## config.mk

```make
export PLATFORM = sky130hd
export DESIGN_NAME = axi4lite_rr_master_arbiter_flat
export DESIGN_NICKNAME = d
export VERILOG_FILES = /design/src/rtl/axi4lite_rr_master_arbiter_if.sv /design/src/rtl/axi4lite_rr_master_arbiter.sv /design/src/flat_wrapper.sv
export SDC_FILE = /design/constraint.sdc
export NUM_CORES = 1
export LEC_CHECK = 0
export BUFFER_PORTS_ARGS = -buffer_cell sky130_fd_sc_hd__buf_2
export CAP_MARGIN = 40
export CORE_AREA = 4 4 183 185
export DETAILED_ROUTE_END_ITERATION = 12
export DIE_AREA = 0 0 187 189
export SYNTH_ARGS = -nofsm -noshare
export SYNTH_HDL_FRONTEND = slang
export SYNTH_SLANG_ARGS = --single-unit
```

## constraint.sdc

```tcl
create_clock -name clk -period 4.4 [get_ports clk]
set_input_delay 1.1 -clock clk [delete_from_list [all_inputs] [get_ports clk]]
set_output_delay 1.1 -clock clk [all_outputs]
set_load 0.05 [all_outputs]
```

## src/rtl/axi4lite_rr_master_arbiter_if.sv

```systemverilog
// AXI4-Lite master-side bundle for the round-robin master arbiter.
// Carries the five AXI4-Lite channels (AW, W, B, AR, R) between the arbiter
// and the slave it programs.
//   master modport : drives VALIDs, addresses, write data/strobes, PROT and
//                    the B/R READYs; receives AW/W/AR READYs and responses.
//   slave modport  : the mirror image, used by whatever sits on the far side.
interface axi4lite_rr_master_arbiter_if #(
  parameter int ADDR_WIDTH = 32,
  parameter int DATA_WIDTH = 32
);
  logic                      awvalid;
  logic [ADDR_WIDTH-1:0]     awaddr;
  logic [2:0]                awprot;
  logic                      awready;
  logic                      wvalid;
  logic [DATA_WIDTH-1:0]     wdata;
  logic [DATA_WIDTH/8-1:0]   wstrb;
  logic                      wready;
  logic                      bvalid;
  logic [1:0]                bresp;
  logic                      bready;
  logic                      arvalid;
  logic [ADDR_WIDTH-1:0]     araddr;
  logic [2:0]                arprot;
  logic                      arready;
  logic                      rvalid;
  logic [DATA_WIDTH-1:0]     rdata;
  logic [1:0]                rresp;
  logic                      rready;

  modport master (
    output awvalid, awaddr, awprot, wvalid, wdata, wstrb, bready,
           arvalid, araddr, arprot, rready,
    input  awready, wready, bvalid, bresp, arready, rvalid, rdata, rresp
  );

  modport slave (
    input  awvalid, awaddr, awprot, wvalid, wdata, wstrb, bready,
           arvalid, araddr, arprot, rready,
    output awready, wready, bvalid, bresp, arready, rvalid, rdata, rresp
  );
endinterface

```

## src/rtl/axi4lite_rr_master_arbiter.sv

```systemverilog
// Round-robin arbiter sharing one AXI4-Lite master port among N_REQ simple
// requesters, with exactly one AXI transaction outstanding at a time.
// Ports:
//   clk, rst        : single rising-edge clock, synchronous active-high reset
//   req             : per-requester request, held high until its ack
//   req_is_wr       : per-requester direction (1 = write, 0 = read)
//   req_addr        : packed addresses, requester i at slice i
//   req_wdata       : packed write data
//   req_wstrb       : packed write strobes
//   req_ack         : one-hot, one-cycle completion pulse
//   req_rdata       : read data of the completed transaction (0 for writes)
//   req_err         : RESP[1] of the completed transaction
//   busy            : high whenever the FSM is not IDLE
//   m_axi           : AXI4-Lite master channels
// Every output comes straight from a flop.
module axi4lite_rr_master_arbiter #(
  parameter int N_REQ      = 4,
  parameter int ADDR_WIDTH = 32,
  parameter int DATA_WIDTH = 32
) (
  input  logic                           clk,
  input  logic                           rst,
  input  logic [N_REQ-1:0]               req,
  input  logic [N_REQ-1:0]               req_is_wr,
  input  logic [N_REQ*ADDR_WIDTH-1:0]    req_addr,
  input  logic [N_REQ*DATA_WIDTH-1:0]    req_wdata,
  input  logic [N_REQ*DATA_WIDTH/8-1:0]  req_wstrb,
  output logic [N_REQ-1:0]               req_ack,
  output logic [DATA_WIDTH-1:0]          req_rdata,
  output logic                           req_err,
  output logic                           busy,
  axi4lite_rr_master_arbiter_if.master   m_axi
);
  localparam int STRB_WIDTH = DATA_WIDTH / 8;
  localparam int IDX_WIDTH  = (N_REQ > 1) ? $clog2(N_REQ) : 1;
  localparam logic [IDX_WIDTH-1:0] LAST_IDX = IDX_WIDTH'(N_REQ - 1);

  typedef enum logic [1:0] {IDLE, ISSUE, RESP} state_t;

  state_t                 state_q, state_d;
  logic [IDX_WIDTH-1:0]   grant_q, grant_d;
  logic [IDX_WIDTH-1:0]   last_grant_q, last_grant_d;
  logic                   is_wr_q, is_wr_d;
  logic [ADDR_WIDTH-1:0]  addr_q, addr_d;
  logic [DATA_WIDTH-1:0]  wdata_q, wdata_d;
  logic [STRB_WIDTH-1:0]  wstrb_q, wstrb_d;
  logic                   awvalid_q, awvalid_d;
  logic                   wvalid_q, wvalid_d;
  logic                   arvalid_q, arvalid_d;
  logic                   bready_q, bready_d;
  logic                   rready_q, rready_d;
  logic                   aw_done_q, aw_done_d;
  logic                   w_done_q, w_done_d;
  logic                   resp_done_q, resp_done_d;
  logic [N_REQ-1:0]       ack_q, ack_d;
  logic [DATA_WIDTH-1:0]  rdata_q, rdata_d;
  logic                   err_q, err_d;
  logic                   busy_q, busy_d;

  logic [N_REQ-1:0]       req_eligible;
  logic                   found;
  logic [IDX_WIDTH-1:0]   pick;
  logic                   aw_now;
  logic                   w_now;

  // Round-robin pick: scan from last_grant+1 with wrap. The requester being
  // acked this cycle still shows req high (it drops it a cycle later), so it
  // is masked out to stop a stale request from being granted again.
  always_comb begin
    req_eligible = req & ~ack_q;
    found        = 1'b0;
    pick         = last_grant_q;
    for (int k = 1; k <= N_REQ; k++) begin
      if (!found && req_eligible[(int'(last_grant_q) + k) % N_REQ]) begin
        found = 1'b1;
        pick  = IDX_WIDTH'((int'(last_grant_q) + k) % N_REQ);
      end
    end
  end

  // Next-state and output logic. A write tracks its AW and W handshakes
  // separately (they may complete in either order or together); the response
  // is captured in RESP and the ack is pulsed one cycle later.
  always_comb begin
    state_d      = state_q;
    grant_d      = grant_q;
    last_grant_d = last_grant_q;
    is_wr_d      = is_wr_q;
    addr_d       = addr_q;
    wdata_d      = wdata_q;
    wstrb_d      = wstrb_q;
    awvalid_d    = awvalid_q;
    wvalid_d     = wvalid_q;
    arvalid_d    = arvalid_q;
    bready_d     = bready_q;
    rready_d     = rready_q;
    aw_done_d    = aw_done_q;
    w_done_d     = w_done_q;
    resp_done_d  = resp_done_q;
    ack_d        = '0;
    rdata_d      = rdata_q;
    err_d        = err_q;
    aw_now       = aw_done_q | (awvalid_q & m_axi.awready);
    w_now        = w_done_q | (wvalid_q & m_axi.wready);

    case (state_q)
      IDLE: begin
        if (found) begin
          grant_d   = pick;
          is_wr_d   = req_is_wr[pick];
          addr_d    = req_addr[int'(pick)*ADDR_WIDTH +: ADDR_WIDTH];
          wdata_d   = req_wdata[int'(pick)*DATA_WIDTH +: DATA_WIDTH];
          wstrb_d   = req_wstrb[int'(pick)*STRB_WIDTH +: STRB_WIDTH];
          aw_done_d = 1'b0;
          w_done_d  = 1'b0;
          if (req_is_wr[pick]) begin
            awvalid_d = 1'b1;
            wvalid_d  = 1'b1;
          end else begin
            arvalid_d = 1'b1;
          end
          state_d = ISSUE;
        end
      end
      ISSUE: begin
        if (is_wr_q) begin
          awvalid_d = awvalid_q & ~m_axi.awready;
          wvalid_d  = wvalid_q & ~m_axi.wready;
          aw_done_d = aw_now;
          w_done_d  = w_now;
          if (aw_now && w_now) begin
            bready_d = 1'b1;
            state_d  = RESP;
          end
        end else if (m_axi.arready) begin
          arvalid_d = 1'b0;
          rready_d  = 1'b1;
          state_d   = RESP;
        end
      end
      RESP: begin
        if (resp_done_q) begin
          ack_d          = '0;
          ack_d[grant_q] = 1'b1;
          resp_done_d    = 1'b0;
          last_grant_d   = grant_q;
          state_d        = IDLE;
        end else if (bready_q && m_axi.bvalid) begin
          bready_d    = 1'b0;
          rdata_d     = '0;
          err_d       = m_axi.bresp[1];
          resp_done_d = 1'b1;
        end else if (rready_q && m_axi.rvalid) begin
          rready_d    = 1'b0;
          rdata_d     = m_axi.rdata;
          err_d       = m_axi.rresp[1];
          resp_done_d = 1'b1;
        end
      end
      default: state_d = IDLE;
    endcase

    busy_d = (state_d != IDLE);
  end

  // State register; reset abandons any in-flight transaction without an ack.
  always_ff @(posedge clk) begin
    if (rst) begin
      state_q      <= IDLE;
      grant_q      <= '0;
      last_grant_q <= LAST_IDX;
      is_wr_q      <= 1'b0;
      addr_q       <= '0;
      wdata_q      <= '0;
      wstrb_q      <= '0;
      awvalid_q    <= 1'b0;
      wvalid_q     <= 1'b0;
      arvalid_q    <= 1'b0;
      bready_q     <= 1'b0;
      rready_q     <= 1'b0;
      aw_done_q    <= 1'b0;
      w_done_q     <= 1'b0;
      resp_done_q  <= 1'b0;
      ack_q        <= '0;
      rdata_q      <= '0;
      err_q        <= 1'b0;
      busy_q       <= 1'b0;
    end else begin
      state_q      <= state_d;
      grant_q      <= grant_d;
      last_grant_q <= last_grant_d;
      is_wr_q      <= is_wr_d;
      addr_q       <= addr_d;
      wdata_q      <= wdata_d;
      wstrb_q      <= wstrb_d;
      awvalid_q    <= awvalid_d;
      wvalid_q     <= wvalid_d;
      arvalid_q    <= arvalid_d;
      bready_q     <= bready_d;
      rready_q     <= rready_d;
      aw_done_q    <= aw_done_d;
      w_done_q     <= w_done_d;
      resp_done_q  <= resp_done_d;
      ack_q        <= ack_d;
      rdata_q      <= rdata_d;
      err_q        <= err_d;
      busy_q       <= busy_d;
    end
  end

  assign m_axi.awvalid = awvalid_q;
  assign m_axi.awaddr  = addr_q;
  assign m_axi.awprot  = 3'b000;
  assign m_axi.wvalid  = wvalid_q;
  assign m_axi.wdata   = wdata_q;
  assign m_axi.wstrb   = wstrb_q;
  assign m_axi.bready  = bready_q;
  assign m_axi.arvalid = arvalid_q;
  assign m_axi.araddr  = addr_q;
  assign m_axi.arprot  = 3'b000;
  assign m_axi.rready  = rready_q;

  assign req_ack   = ack_q;
  assign req_rdata = rdata_q;
  assign req_err   = err_q;
  assign busy      = busy_q;
endmodule

```

## src/flat_wrapper.sv

```systemverilog
// flat-port wrapper written by rule: the top's interface ports become plain ports
module axi4lite_rr_master_arbiter_flat 
#(
  parameter int N_REQ      = 4,
  parameter int ADDR_WIDTH = 32,
  parameter int DATA_WIDTH = 32
)
  (clk, rst, req, req_is_wr, req_addr, req_wdata, req_wstrb, req_ack, req_rdata, req_err, busy, m_axi_awvalid, m_axi_awaddr, m_axi_awprot, m_axi_wvalid, m_axi_wdata, m_axi_wstrb, m_axi_bready, m_axi_arvalid, m_axi_araddr, m_axi_arprot, m_axi_rready, m_axi_awready, m_axi_wready, m_axi_bvalid, m_axi_bresp, m_axi_arready, m_axi_rvalid, m_axi_rdata, m_axi_rresp);
  axi4lite_rr_master_arbiter_if #(.ADDR_WIDTH(ADDR_WIDTH), .DATA_WIDTH(DATA_WIDTH)) m_axi_i ();
  input  logic clk;
  input  logic rst;
  input  logic [N_REQ-1:0] req;
  input  logic [N_REQ-1:0] req_is_wr;
  input  logic [N_REQ*ADDR_WIDTH-1:0] req_addr;
  input  logic [N_REQ*DATA_WIDTH-1:0] req_wdata;
  input  logic [N_REQ*DATA_WIDTH/8-1:0] req_wstrb;
  output logic [N_REQ-1:0] req_ack;
  output logic [DATA_WIDTH-1:0] req_rdata;
  output logic req_err;
  output logic busy;
  output wire logic [$bits(m_axi_i.awvalid)-1:0] m_axi_awvalid;
  output wire logic [$bits(m_axi_i.awaddr)-1:0] m_axi_awaddr;
  output wire logic [$bits(m_axi_i.awprot)-1:0] m_axi_awprot;
  output wire logic [$bits(m_axi_i.wvalid)-1:0] m_axi_wvalid;
  output wire logic [$bits(m_axi_i.wdata)-1:0] m_axi_wdata;
  output wire logic [$bits(m_axi_i.wstrb)-1:0] m_axi_wstrb;
  output wire logic [$bits(m_axi_i.bready)-1:0] m_axi_bready;
  output wire logic [$bits(m_axi_i.arvalid)-1:0] m_axi_arvalid;
  output wire logic [$bits(m_axi_i.araddr)-1:0] m_axi_araddr;
  output wire logic [$bits(m_axi_i.arprot)-1:0] m_axi_arprot;
  output wire logic [$bits(m_axi_i.rready)-1:0] m_axi_rready;
  input wire logic [$bits(m_axi_i.awready)-1:0] m_axi_awready;
  input wire logic [$bits(m_axi_i.wready)-1:0] m_axi_wready;
  input wire logic [$bits(m_axi_i.bvalid)-1:0] m_axi_bvalid;
  input wire logic [$bits(m_axi_i.bresp)-1:0] m_axi_bresp;
  input wire logic [$bits(m_axi_i.arready)-1:0] m_axi_arready;
  input wire logic [$bits(m_axi_i.rvalid)-1:0] m_axi_rvalid;
  input wire logic [$bits(m_axi_i.rdata)-1:0] m_axi_rdata;
  input wire logic [$bits(m_axi_i.rresp)-1:0] m_axi_rresp;
  assign m_axi_awvalid = m_axi_i.awvalid;
  assign m_axi_awaddr = m_axi_i.awaddr;
  assign m_axi_awprot = m_axi_i.awprot;
  assign m_axi_wvalid = m_axi_i.wvalid;
  assign m_axi_wdata = m_axi_i.wdata;
  assign m_axi_wstrb = m_axi_i.wstrb;
  assign m_axi_bready = m_axi_i.bready;
  assign m_axi_arvalid = m_axi_i.arvalid;
  assign m_axi_araddr = m_axi_i.araddr;
  assign m_axi_arprot = m_axi_i.arprot;
  assign m_axi_rready = m_axi_i.rready;
  assign m_axi_i.awready = m_axi_awready;
  assign m_axi_i.wready = m_axi_wready;
  assign m_axi_i.bvalid = m_axi_bvalid;
  assign m_axi_i.bresp = m_axi_bresp;
  assign m_axi_i.arready = m_axi_arready;
  assign m_axi_i.rvalid = m_axi_rvalid;
  assign m_axi_i.rdata = m_axi_rdata;
  assign m_axi_i.rresp = m_axi_rresp;
  axi4lite_rr_master_arbiter #(.N_REQ(N_REQ), .ADDR_WIDTH(ADDR_WIDTH), .DATA_WIDTH(DATA_WIDTH)) u_core (.clk(clk), .rst(rst), .req(req), .req_is_wr(req_is_wr), .req_addr(req_addr), .req_wdata(req_wdata), .req_wstrb(req_wstrb), .req_ack(req_ack), .req_rdata(req_rdata), .req_err(req_err), .busy(busy), .m_axi(m_axi_i));
endmodule
```

==> impl_metrics.env, run 1 <==
export IMPL_outcome="completed"
export IMPL_holdBufCountCts=0
export IMPL_cap_violations=0
export IMPL_max_freq_mhz=350
export IMPL_cp_start_kind="input port"
export IMPL_fin_crit_sh_pct=65.0
export IMPL_rows=66
export IMPL_nFillCells=3385
export IMPL_hold_depth=2
export IMPL_cts_tree="built"
export IMPL_route_detailed_drc=0
export IMPL_cp_required_ns=4.67
export IMPL_hold_viol_final=0
export IMPL_post_route_util_pct=30.7
export IMPL_die_w_um=187
export IMPL_io_buffers=463
export IMPL_numCtsBuffers=17
export IMPL_rsz0062_at_grt="false"
export IMPL_grt_total_usage_pct=14.1
export IMPL_tightest_slew_ns=0.792
export IMPL_synth_seq_area_share_pct=35.2
export IMPL_drive_gt1_share_pct=57.5
export IMPL_clock_latency_ns=0.42
export IMPL_gp_congestion=0.812
export IMPL_min_to="u_core.m_axi.wdata[31]"
export IMPL_post_cts_resized=0
export IMPL_ir_drop_v=0.000214
export IMPL_end_kind="flip-flop"
export IMPL_cts_sinks=121
export IMPL_cp_max_fo=20
export IMPL_dieHeight_um=189
export IMPL_final_cell_area_um2=9820
export IMPL_finalCriticalPeriod_ns=2.86
export IMPL_leakage_nw=4.85
export IMPL_viasPerCell=4.38
export IMPL_hpwlAfterDp_um=20700
export IMPL_clockBufferDepth=2
export IMPL_grt_start_max_net_pins=71
export IMPL_min_from="u_core.m_axi.wdata[31]"
export IMPL_root_buffer="clkbuf_16"
export IMPL_reg2reg_slack_ns=2.00
export IMPL_vias=6438
export IMPL_htreeDepth=4
export IMPL_diodes=0
export IMPL_finalNetCount=1374
export IMPL_path_cells="buf_2 -> nor2b_2 -> o221a_2 -> o22ai_4 -> buf_12 -> mux2i_1 -> a2bb2oi_2 -> o21ai_1"
export IMPL_hp_class="flip-flop to flip-flop"
export IMPL_grt_pass1_wl_um=38800
export IMPL_skew_ns=0.0196
export IMPL_placed_area_um2=9220
export IMPL_wirelength_um=26100
export IMPL_setup_viol=0
export IMPL_synthCells=633
export IMPL_dr_pass1_iters=4
export IMPL_area_growth_pct=42.9
export IMPL_synth_top_flop_cell="dfxtp_1"
export IMPL_path_clk_slew_ns=0.06
export IMPL_synth_area_um2=6870
export IMPL_rr_startpoint="u_core.req_ack[3]"
export IMPL_ant_nets=0
export IMPL_total_power_mw=4.06
export IMPL_arrival_ns=3.13
export IMPL_drtIter0Drc=112
export IMPL_cpPeakStageDelay_ns=0.59
export IMPL_die_area_um2=35300
export IMPL_num_io_pins=472
export IMPL_design_core_area_um2=32000
export IMPL_synthArstFlopShare_pct=0
export IMPL_r2r_cells=7
export IMPL_finalMaxSlewViolations=0
export IMPL_post_cts_setup_buffers=0
export IMPL_regArea_um2=2420
export IMPL_power_density_nw_per_um2=414
export IMPL_path_class="input port to flip-flop"
export IMPL_synth_avg_cell_area_um2=10.9
export IMPL_crit_slowest_cell="mux2i_1"
export IMPL_synth_edf_count=0
export IMPL_setup_tns_ns=0
export IMPL_max_slew_margin_pct=47.2
export IMPL_regToRegEndpoint="u_core.m_axi.wstrb[0]"
export IMPL_multi_input_area_um2=3790
export IMPL_initial_core_util_pct=21.5
export IMPL_synth_warnings=0
export IMPL_wl_per_cell_um=17.7
export IMPL_grt_overflow_total=0
export IMPL_synth_cell_types=45
export IMPL_grt_pass1_vias=6717
export IMPL_grt_antenna_before_repair=3
export IMPL_synth_seq_cells=121
flip-flops by register name, summed over array words and instances (netlist names), 2 cells and up:
name,flops
u_core.last_grant_q,2
u_core.m_axi.araddr,32
u_core.m_axi.wstrb,4
u_core.grant_q,2
u_core.state_q,2
u_core.m_axi.wdata,32
u_core.req_ack,4
u_core.req_rdata,32
critical path: cells and delay by family:
| kind | cells | cell delay, ns |
|---|---|---|
| buf+inv | 2 | 0.35 |
| compound gates | 4 | 0.85 |
| mux | 1 | 0.59 |
| simple gates | 1 | 0.20 |
per-layer routing:
| layer | wire [µm] | global-route usage, % | part of all wire, % | vias to the layer above |
|---|---|---|---|---|
| met3 | 1950 | 4.85 | 7.5 | 15 |
| li1 | - | - | - | 3156 |
| met5 | 11 | 0 | 0.042 | - |
| met2 | 13500 | 25.9 | 52 | 288 |
| met4 | 252 | 3.73 | 0.97 | 2 |
| met1 | 10300 | 15.5 | 40 | 2977 |
logic make-up (layout without fill, tap and decap cells):
logic type	Yosys count	after routing	share of synthesized area, %
compound gates	195	195	27.5
simple gates	89	89	6.63
other cells	1	6	0.0546
buf+inv	87	512	10.2
mux	140	140	20.4
flops	121	121	35.2
layout make-up:
type	count	share of cell area [%]
timing repair buffer	479	25.3
clock inverter	12	1.67
inverter	2	0.0764
multi-input combinational	430	38.6
clock buffer	19	4.51
sequential	121	24.7
tap	408	5.20
power breakdown:
part           internal [mW]  total, mW  switching, mW
Clock                  0.911       1.46          0.552
Combinational          0.455       1.32          0.868
Sequential              1.20       1.28         0.0811
per-stage QoR:
stage          hold WS (ns)  worst slack [ns]  instances
2_1_floorplan         0.440              1.83        638
3_3_place_gp          0.448              1.08       1439
3_5_place_dp          0.457              1.06       1440
4_1_cts               0.474              1.50       1471
5_1_grt               0.500              1.41       1471
6_report              0.468              1.54       1471
Yosys cell counts (all sizes together) (2+ instances only):
cell type	instances	area, µm²
dfxtp	121	2420
nand2	17	80.1
o21ai	72	447
mux2i	139	1390
inv	2	7.51
nor4b	2	23.8
nor2b	7	53.8
nor3	2	10.0
a21oi	10	50.1
buf	71	634
nor2	48	190
clkbuf	14	56.3
and3	3	18.8
a2bb2oi	67	1010
a22oi	35	263
a31oi	2	12.5
nand2b	6	52.6
worst max path at each step:
stage	from	endpoint	slack, ns	cells after the start
4_1_cts	req[0]	u_core.m_axi.wstrb[0]	1.50	8
3_5_place_dp	req[0]	u_core.m_axi.wstrb[0]	1.06	8
5_1_grt	req[1]	u_core.m_axi.araddr[4]	1.41	7
3_3_place_gp	req[0]	u_core.m_axi.wstrb[0]	1.08	8
6_report	req[0]	u_core.m_axi.wstrb[0]	1.54	8
2_1_floorplan	req[0]	u_core.m_axi.araddr[10]	1.83	8
cell usage in the layout (no fill, tap or decap), types with 3 or more instances in the layout:
master and n:
nor2b_1 5, a22oi_1 35, and3_1 3, a21oi_1 10, a2bb2oi_2 67, buf_4 13, inv_6 3, mux2i_1 139
clkbuf_16 17, nand2_1 16, nand2b_1 4, bufinv_16 3, clkinv_4 4, dfxtp_1 121, conb_1 6, nor2_1 46
buf_2 463, o21ai_2 23, o21ai_1 49
No activity file was read; power rests on OpenSTA's default activity.
==> run 2, diff against run 1 <==
==> constraint.sdc (replaced) <==
create_clock -name clk -period 3 [get_ports clk]
set_input_delay 0.75 -clock clk [delete_from_list [all_inputs] [get_ports clk]]
set_output_delay 0.75 -clock clk [all_outputs]
set_load 0.05 [all_outputs]
==> run 2 against run 1 <==
  * Global-route usage up 0.18 points
  * Critical path depth grew 1
  * First-iteration DRC count up 41%
  * Count of clock-buffer cells in the layout decreased by 2
  * Cell count rose by 1.2%
  * Combinational power increased by 50%
  * Sequential share of layout area shrank 0.29 points
  * Sequential power up 47%
  * Via count grew 1.6%
  * Flip-flop and latch count unchanged
  * Final area up 1.2%
  * Hold slack improved by 0.0070 ns
==> impl_metrics.env, run 2 (same netlist as run 1, synthesis figures left out) <==
export IMPL_outcome="completed"
export IMPL_rsz0062_at_grt="false"
export IMPL_path_clk_slew_ns=0.06
export IMPL_finalCriticalPeriod_ns=2.20
export IMPL_ant_nets=0
export IMPL_met2_usage_pct=24.9
export IMPL_grt_pass1_vias=6669
export IMPL_max_slew_margin_pct=61.7
export IMPL_fin_crit_sh_pct=73.5
export IMPL_cp_required_ns=3.32
export IMPL_hold_depth=2
export IMPL_arrival_ns=2.52
export IMPL_final_cell_area_um2=9940
export IMPL_holdBufCountCts=0
export IMPL_total_power_mw=5.88
export IMPL_grt_antenna_before_repair=5
export IMPL_regToRegEndpoint="u_core.m_axi.araddr[22]"
export IMPL_viasPerCell=4.39
export IMPL_design_core_area_um2=32000
export IMPL_path_class="input port to flip-flop"
export IMPL_finalNetCount=1389
export IMPL_hpwlAfterDp_um=21200
export IMPL_gp_congestion=0.804
export IMPL_grt_busiest_layer="met2"
export IMPL_cp_start_kind="input port"
export IMPL_grt_start_max_net_pins=46
export IMPL_cap_violations=0
export IMPL_post_cts_setup_buffers=0
export IMPL_grt_overflow_total=0
export IMPL_wl_per_cell_um=17.4
export IMPL_end_kind="flip-flop"
export IMPL_drive_gt1_share_pct=58.2
export IMPL_rows=66
export IMPL_rr_startpoint="u_core.req_ack[3]"
export IMPL_root_buffer="clkbuf_16"
export IMPL_io_buffers=463
export IMPL_finalMaxSlewViolations=0
export IMPL_max_freq_mhz=454
export IMPL_min_to="u_core.m_axi.wdata[30]"
export IMPL_drtIter0Drc=158
export IMPL_reg2reg_slack_ns=0.88
export IMPL_numCtsBuffers=17
export IMPL_layout_commonest_cell="buf_2"
export IMPL_grt_use_met3_pct=5.20
export IMPL_whs_ns=0.475
export IMPL_hp_class="flip-flop to flip-flop"
export IMPL_hold_viol_final=0
export IMPL_tightest_slew_ns=0.574
export IMPL_setup_tns_ns=0
export IMPL_setup_viol=0
export IMPL_num_io_pins=472
export IMPL_power_density_nw_per_um2=592
export IMPL_placed_area_um2=9360
export IMPL_initial_core_util_pct=21.5
export IMPL_route_detailed_drc=0
export IMPL_skew_ns=0.0113
export IMPL_vias=6538
export IMPL_dieHeight_um=189
export IMPL_clockBufferDepth=2
export IMPL_final_cell_mix="buf_2, mux2i_1, dfxtp_1"
export IMPL_grt_pass1_wl_um=39100
export IMPL_die_w_um=187
export IMPL_leakage_nw=4.92
export IMPL_die_area_um2=35300
export IMPL_grt_total_usage_pct=14.3
export IMPL_use_met1_pct=16.1
export IMPL_wirelength_um=25900
export IMPL_r2r_cells=8
export IMPL_cts_tree="built"
export IMPL_cp_max_fo=36
export IMPL_htreeDepth=4
export IMPL_area_growth_pct=44.6
export IMPL_post_cts_resized=0
export IMPL_dr_pass1_iters=4
export IMPL_clock_latency_ns=0.43
export IMPL_cts_sinks=121
export IMPL_ir_drop_v=0.000340
export IMPL_min_from="u_core.m_axi.wdata[30]"
run 2: cell count changes in the layout (fill, tap and decap cells not counted), moves of 2 or more:
cell	previous run	this run
inv_6	3	5
buf_4	13	25
inv_8	0	3
bufinv_16	3	1
buf_12	2	6
run 2: worst max-delay path by stage:
stage / from / to / cells after the start
2_1_floorplan: req[0] / u_core.m_axi.araddr[10] / 8
3_3_place_gp: req[0] / u_core.m_axi.wstrb[0] / 9
3_5_place_dp: req[0] / u_core.m_axi.wstrb[0] / 9
4_1_cts: req[0] / u_core.m_axi.wstrb[0] / 9
5_1_grt: req[1] / u_core.m_axi.araddr[22] / 9
6_report: req[0] / u_core.m_axi.araddr[22] / 9
run 2: area by class of cell:
| type | instances | area, µm² |
|---|---|---|
| clock inverters | 15 | 154 |
| diodes | 1 | 2.50 |
| inverters | 2 | 7.51 |
| flip-flops and latches | 121 | 2420 |
| well taps | 408 | 510 |
| repair buffers | 494 | 2630 |
| fillers | 3351 | 22100 |
| multi-input cells | 430 | 3790 |
| clock buffers | 17 | 425 |
run 2: through the flow:
step / cells / worst slack, ns / utilization, %
after floorplan: 638 / 0.782 / -
after global placement: 1455 / 0.348 / 29.2
after detailed placement: 1455 / 0.325 / 29.2
after CTS: 1487 / 0.807 / 31.0
after global routing: 1487 / 0.710 / 31.0
final: 1488 / 0.796 / 31.0
run 2: critical path, stage by stage:
cell,delay (ns)
buf_2,0.10
nor2b_2,0.20
o221a_2,0.26
o22ai_4,0.20
buf_12,0.26
buf_4,0.22
mux2i_1,0.26
a2bb2oi_2,0.16
o21ai_2,0.06
run 2: where the power goes:
group	internal [mW]	total, mW	switching, mW
Clock	1.17	2.03	0.860
Combinational	0.698	1.98	1.28
Sequential	1.76	1.88	0.124
run 2: routing by layer:
layer / wire length (µm) / vias up
met5: 34 / -
met4: 531 / 6
met3: 2090 / 29
met2: 13000 / 295
met1: 10300 / 3016
li1: - / 3192
